===== config.mk =====
export PLATFORM = sky130hd
export DESIGN_NAME = fetch_stage
export DESIGN_NICKNAME = d
export VERILOG_FILES = /design/src/rtl/cpu_pkg.sv /design/src/rtl/pc_incr.sv /design/src/rtl/fetch_stage.sv
export SDC_FILE = /design/constraint.sdc
export NUM_CORES = 1
export LEC_CHECK = 0
export ABC_AREA = 0
export BUFFER_PORTS_ARGS = -buffer_cell sky130_fd_sc_hd__buf_2
export CAP_MARGIN = 10
export CELL_PAD_IN_SITES_DETAIL_PLACEMENT = 0
export CELL_PAD_IN_SITES_GLOBAL_PLACEMENT = 2
export CORE_MARGIN = 8
export CORE_UTILIZATION = 25
export CTS_CLUSTER_SIZE = 28
export DETAILED_ROUTE_END_ITERATION = 12
export PLACE_DENSITY = 0.9
export REMOVE_ABC_BUFFERS = 1
export SLEW_MARGIN = 10
export SYNTH_ARGS = -nofsm -noshare
export SYNTH_HDL_FRONTEND = slang
export SYNTH_SLANG_ARGS = --single-unit

===== constraint.sdc =====
create_clock -name clk -period 2.6 [get_ports clk]
set_input_delay 0.78 -clock clk [delete_from_list [all_inputs] [get_ports clk]]
set_output_delay 0.78 -clock clk [all_outputs]
set_load 0.1 [all_outputs]

===== src/rtl/cpu_pkg.sv =====
// Shared fetch-side constants and types.
// Imported by the fetch stage and its PC incrementer.
package cpu_pkg;

  localparam logic [31:0] RESET_PC_DEF = 32'h0000_0000;
  localparam int unsigned PC_STEP_DEF  = 4;
  localparam logic [31:0] NOP_INSTR    = 32'h0000_0000;

  typedef enum logic {
    RUN    = 1'b0,
    BUBBLE = 1'b1
  } state_t;

endpackage


===== src/rtl/pc_incr.sv =====
// Sequential PC incrementer.
// Wraps modulo 2^32.
module pc_incr #(
  parameter int unsigned STEP = 4
) (
  input  logic [31:0] a,
  output logic [31:0] y
);

  assign y = a + 32'(STEP);

endmodule


===== src/rtl/fetch_stage.sv =====
// Instruction fetch stage: PC register, next-PC select, IF/ID register.
// Redirects flush IF/ID for one bubble.
module fetch_stage
  import cpu_pkg::*;
#(
  parameter logic [31:0] RESET_PC = RESET_PC_DEF,
  parameter int unsigned PC_STEP  = PC_STEP_DEF
) (
  input  logic        clk,
  input  logic        reset,
  input  logic        stall,
  input  logic        branch_taken,
  input  logic [31:0] branch_target,
  input  logic        jump,
  input  logic [25:0] jump_index,
  output logic [31:0] imem_addr,
  input  logic [31:0] imem_rdata,
  output logic [31:0] ifid_instr,
  output logic [31:0] ifid_pc_plus4,
  output logic        ifid_valid,
  output logic [31:0] pc
);

  state_t      state;
  logic [31:0] pc_plus4;
  logic [31:0] jump_target;
  logic [31:0] redirect_pc;
  logic        redirect;

  pc_incr #(
    .STEP (PC_STEP)
  ) u_pc_incr (
    .a (pc),
    .y (pc_plus4)
  );

  assign imem_addr   = pc;
  assign jump_target = {pc_plus4[31:28], jump_index, 2'b00};
  assign redirect    = jump | branch_taken;
  assign ifid_valid  = (state == RUN);

  // Jump outranks branch when both fire.
  always_comb begin
    redirect_pc = branch_target & ~32'd3;
    if (jump) begin
      redirect_pc = jump_target;
    end
  end

  always_ff @(posedge clk) begin
    if (reset) begin
      pc            <= RESET_PC;
      ifid_instr    <= NOP_INSTR;
      ifid_pc_plus4 <= '0;
      state         <= BUBBLE;
    end else if (redirect) begin
      pc            <= redirect_pc;
      ifid_instr    <= NOP_INSTR;
      ifid_pc_plus4 <= '0;
      state         <= BUBBLE;
    end else if (!stall) begin
      pc            <= pc_plus4;
      ifid_instr    <= imem_rdata;
      ifid_pc_plus4 <= pc_plus4;
      state         <= RUN;
    end
  end

endmodule


# Yosys cells after proc, flatten, opt, wreduce, memory -nomap -nowiden
# Cells that the tools add are included.
# totals
input_bits	95
regBits	97
output_inout_bits	129
word_cells	12
# op_classes
n_mux	3
reduce_logical	1
add_sub_neg	1
eq_ne	1
n_bitwise	2
# ops
op	n
two-way mux 32 bit	3
adder 32 x 3 -> 32 bit (second input constant)	1
inequality test 2 x 1 -> 1 bit (second input constant)	1
OR reduction 2 bit	1
inverter 1 bit	1
OR 1 bit	1

# Longest topological paths before layout
# logic_depth
ltp_word	3
depth_mapped	7
mapped_depth_nobuf	6

# By module
# Synthesis repeated with hierarchy kept, for this count alone.
# unflattened
cells_unflattened	558
area_unflattened_um2	4879.7
# by_module_without_submodules
module	seq_area_each_um2	cells_each	area_each_um2	instances
fetch_stage	1941.9	475	4299.1	1
pc_incr	0.0	83	580.6	1

# Worst setup path after synthesis
# Ideal clock, no wire load.
# synth_path
path_type	register to register
startpoint	reg pc[2] (netlist: imem_addr[2])
endpoint	reg pc[26] (netlist: imem_addr[26])
stages_incl_launch_ff	8
synth_period_minus_slack_ns	2.743
slack_ns	-0.143
setup_time_ns	0.066
path_buffers	1
required_ns	2.534
t_arrival_ns	2.677
path_cell_list	dfxtp_1 -> ha_1 -> nand4_1 -> clkbuf_1 -> nor4_1 -> nand3_1 -> a211o_1 -> nand3_1
# synth_between
elab_chain_cells	3
# synth_rtl
element	line_no	text
start: declaration	fetch_stage.sv:21	output logic [31:0] pc
start signal: assignment	fetch_stage.sv:57	pc <= redirect_pc;
start signal: assignment	fetch_stage.sv:62	pc <= pc_plus4;
adder 32 x 3 -> 32 bit	pc_incr.sv:10	assign y = a + 32'(STEP);
two-way mux 32 bit	fetch_stage.sv:61	end else if (!stall) begin
two-way mux 32 bit	fetch_stage.sv:56	end else if (redirect) begin
# Every way passes these cells. The select of a mux whose other input is x is not followed.
# A chain may end at the register's enable or synchronous reset.

# Worst setup path after layout
# layout_path
startpoint	reg pc[5] (netlist: imem_addr[5])
endpoint	out imem_addr[5]
# layout_lines
element	line_no	text
end: declaration	fetch_stage.sv:16	output logic [31:0] imem_addr,
# No word-level cell between the ends.

==> impl_metrics.json <==
{
  "path_clk_slew_ns": 0.07,
  "dieArea_um2": 23750,
  "place.gp.congestion": 0.8254,
  "rsz0062_at_grt": "no",
  "syn_inst": 566,
  "yosys-top-cells-area": "dfxtp_1 39%, mux2i_1 8.0%, nor2_1 5.7%, buf_4 5.7%, xor2_1 4.6%",
  "fin_nets": 850,
  "synth_seq_cells": 93,
  "cts-buffers-inserted": 9,
  "leakage_nw": 2.918,
  "slew_violations": 0,
  "crit_chain": "buf_2",
  "die_h_um": 154.1,
  "grt_max_degree": 49,
  "drv_cap": 0,
  "skew_ns": 0.004643,
  "slew_headroom": 0.5483,
  "dp_cells": 977,
  "antennaDiodeCount": 0,
  "antenna_left": 0,
  "port_buffers": 215,
  "cts_tree": "done",
  "path_buf_inv": 1,
  "cp-end-kind": "output port",
  "hpwl_um": 13580,
  "h-tree-depth": 3,
  "async_reset_ff_frac": 0,
  "finalHoldViolCount": 0,
  "first_global_vias": 4852,
  "cp_slowest_cell": "dfxtp_1",
  "syn-cell-area_um2": 4768,
  "max_stage_delay_ns": 0.54,
  "start_util": 0.2549,
  "fin_ws_ns": 0.4167,
  "grt_pass1_wl_um": 27200,
  "finalNonFillerCells": 993,
  "drt_iter0_markers": 173,
  "holdBufCountCts": 0,
  "ctsResizeCount": 0,
  "syn_area_per_cell_um2": 8.425,
  "vias_per_cell": 4.673,
  "cts_root_buffer": "clkbuf_16",
  "drt-total-wl_um": 17570,
  "stdcell_area_um2": 6305,
  "ff2ff_setup_slack_ns": 0.42,
  "irDropWorstVdd_mv": 0.2915,
  "cpLargestDelayFamily": "flip-flops",
  "setup_violations": 0,
  "first_pass_iters": 6,
  "layout_min_cycle_time_ns": 2.183,
  "power_mw": 4.095,
  "die_w_um": 154.1,
  "fp.coreArea_um2": 18710,
  "crit_path_start_kind": "register",
  "via_count": 4640,
  "yosysSeqAreaShare": 0.3904,
  "layout-drive-gt1-share": 0.3689,
  "yosysWarningCount": 0,
  "rows": 50,
  "crit_arrival_ns": 1.40,
  "postPlaceCellArea_um2": 6011,
  "cts_setup_buffers": 0,
  "synth_top_area_frac": 0.3904,
  "grt_use_total": 0.1460,
  "clk_latency_ns": 0.35,
  "area_delta_synth_final_pct": 32.22,
  "synth_commonest_cells": "93 x dfxtp_1, 73 x nor2_1, 38 x mux2i_1",
  "tns_ns": 0,
  "status": "finished, final reports clean",
  "tightest_slew_ns": 0.6751,
  "power_density_nw_per_um2": 649.5,
  "cp.required_ns": 1.82,
  "cts.sinks": 93,
  "overflow": 0,
  "min_period_over_period": 0.8397,
  "synth_edf_count": 0,
  "antenna_found_initial": 5,
  "whs_ns": 0.4531,
  "post_synth_num_cell_types": 52,
  "dp_worst_setup_slack_ns": 0.3910,
  "clockBufferDepth": 2,
  "fin_util": 0.3371,
  "yosysMostFrequentCell": "dfxtp_1",
  "yosysTopAreaCell": "dfxtp_1",
  "post_drt_wl_per_cell_um": 17.70,
  "ys.flop_type": "dfxtp_1",
  "worst-path-max-fanout": 8,
  "path_class": "reg -> out",
  "hp-class": "reg -> reg",
  "drc": 0,
  "ios": 224,
  "max_freq_mhz": 458.0
}
-- path summary, 6_finish.rpt --
path / startpoint / end / cells after the start
worst min register to register: state / state / 2
worst max register to register: imem_addr[2] / imem_addr[28] / 5
worst min-delay path: state / state / 2
worst max-delay path: imem_addr[5] / imem_addr[5] / 1
-- state kept, by name, summed over array words and instances, names as in the netlist --
| register | flops |
|---|---|
| ifid_instr | 32 |
| ifid_pc_plus4 | 30 |
| imem_addr | 30 |
| state | 1 |
-- cell families after synthesis --
| group | count (synthesis) | share of synthesized area |
|---|---|---|
| and+or+nand+nor | 187 | 0.1984 |
| AOI/OAI and AO/OA | 113 | 0.1438 |
| DFF | 93 | 0.3904 |
| buffers and inverters | 88 | 0.1015 |
| xor gates and xnor gates | 45 | 0.08266 |
| muxes | 38 | 0.07977 |
| adders and majority gates | 1 | 0.002624 |
| other | 1 | 0.0007864 |
-- metal layers --
layer	vias to the layer above	GRT usage	routed length, um
li1	2318	-	-
met1	2110	0.1700	7268
met2	178	0.2430	8222
met3	26	0.05605	1786
met4	8	0.04526	257
met5	-	0	38
-- report_power, final --
| group | internal, mW | switching, mW | total (mW) | leakage, nW |
|---|---|---|---|---|
| Sequential | 1.48 | 0.0557 | 1.53 | 0.759 |
| Clock | 0.770 | 0.579 | 1.35 | 0.143 |
| Combinational | 0.252 | 0.959 | 1.21 | 2.02 |
-- cells in the final DEF (no fill, tap or decap), drive strengths merged, types with 3 or more instances in the layout --
cell,instances
buf,251
nand4,14
a21oi,27
o22ai,19
o21ai,33
xnor2,20
a22oi,11
and3,4
nor2,73
clkbuf,12
nor4,11
mux2i,38
nand3,26
dfxtp,93
o311ai,3
a31oi,4
conb,6
nand2,32
a211oi,5
nor3,13
xor2,25
inv,9
-- final cells by class --
type | instances | area, um2
tap | 234 | 292.8
fill | 2007 | 12400
inverter | 9 | 33.78
timing repair buffer | 251 | 1374
multi-input combinational | 390 | 2449
sequential | 93 | 1862
clock inverter | 4 | 47.55
clock buffer | 12 | 246.5
(Power assumes the default switching activity.)
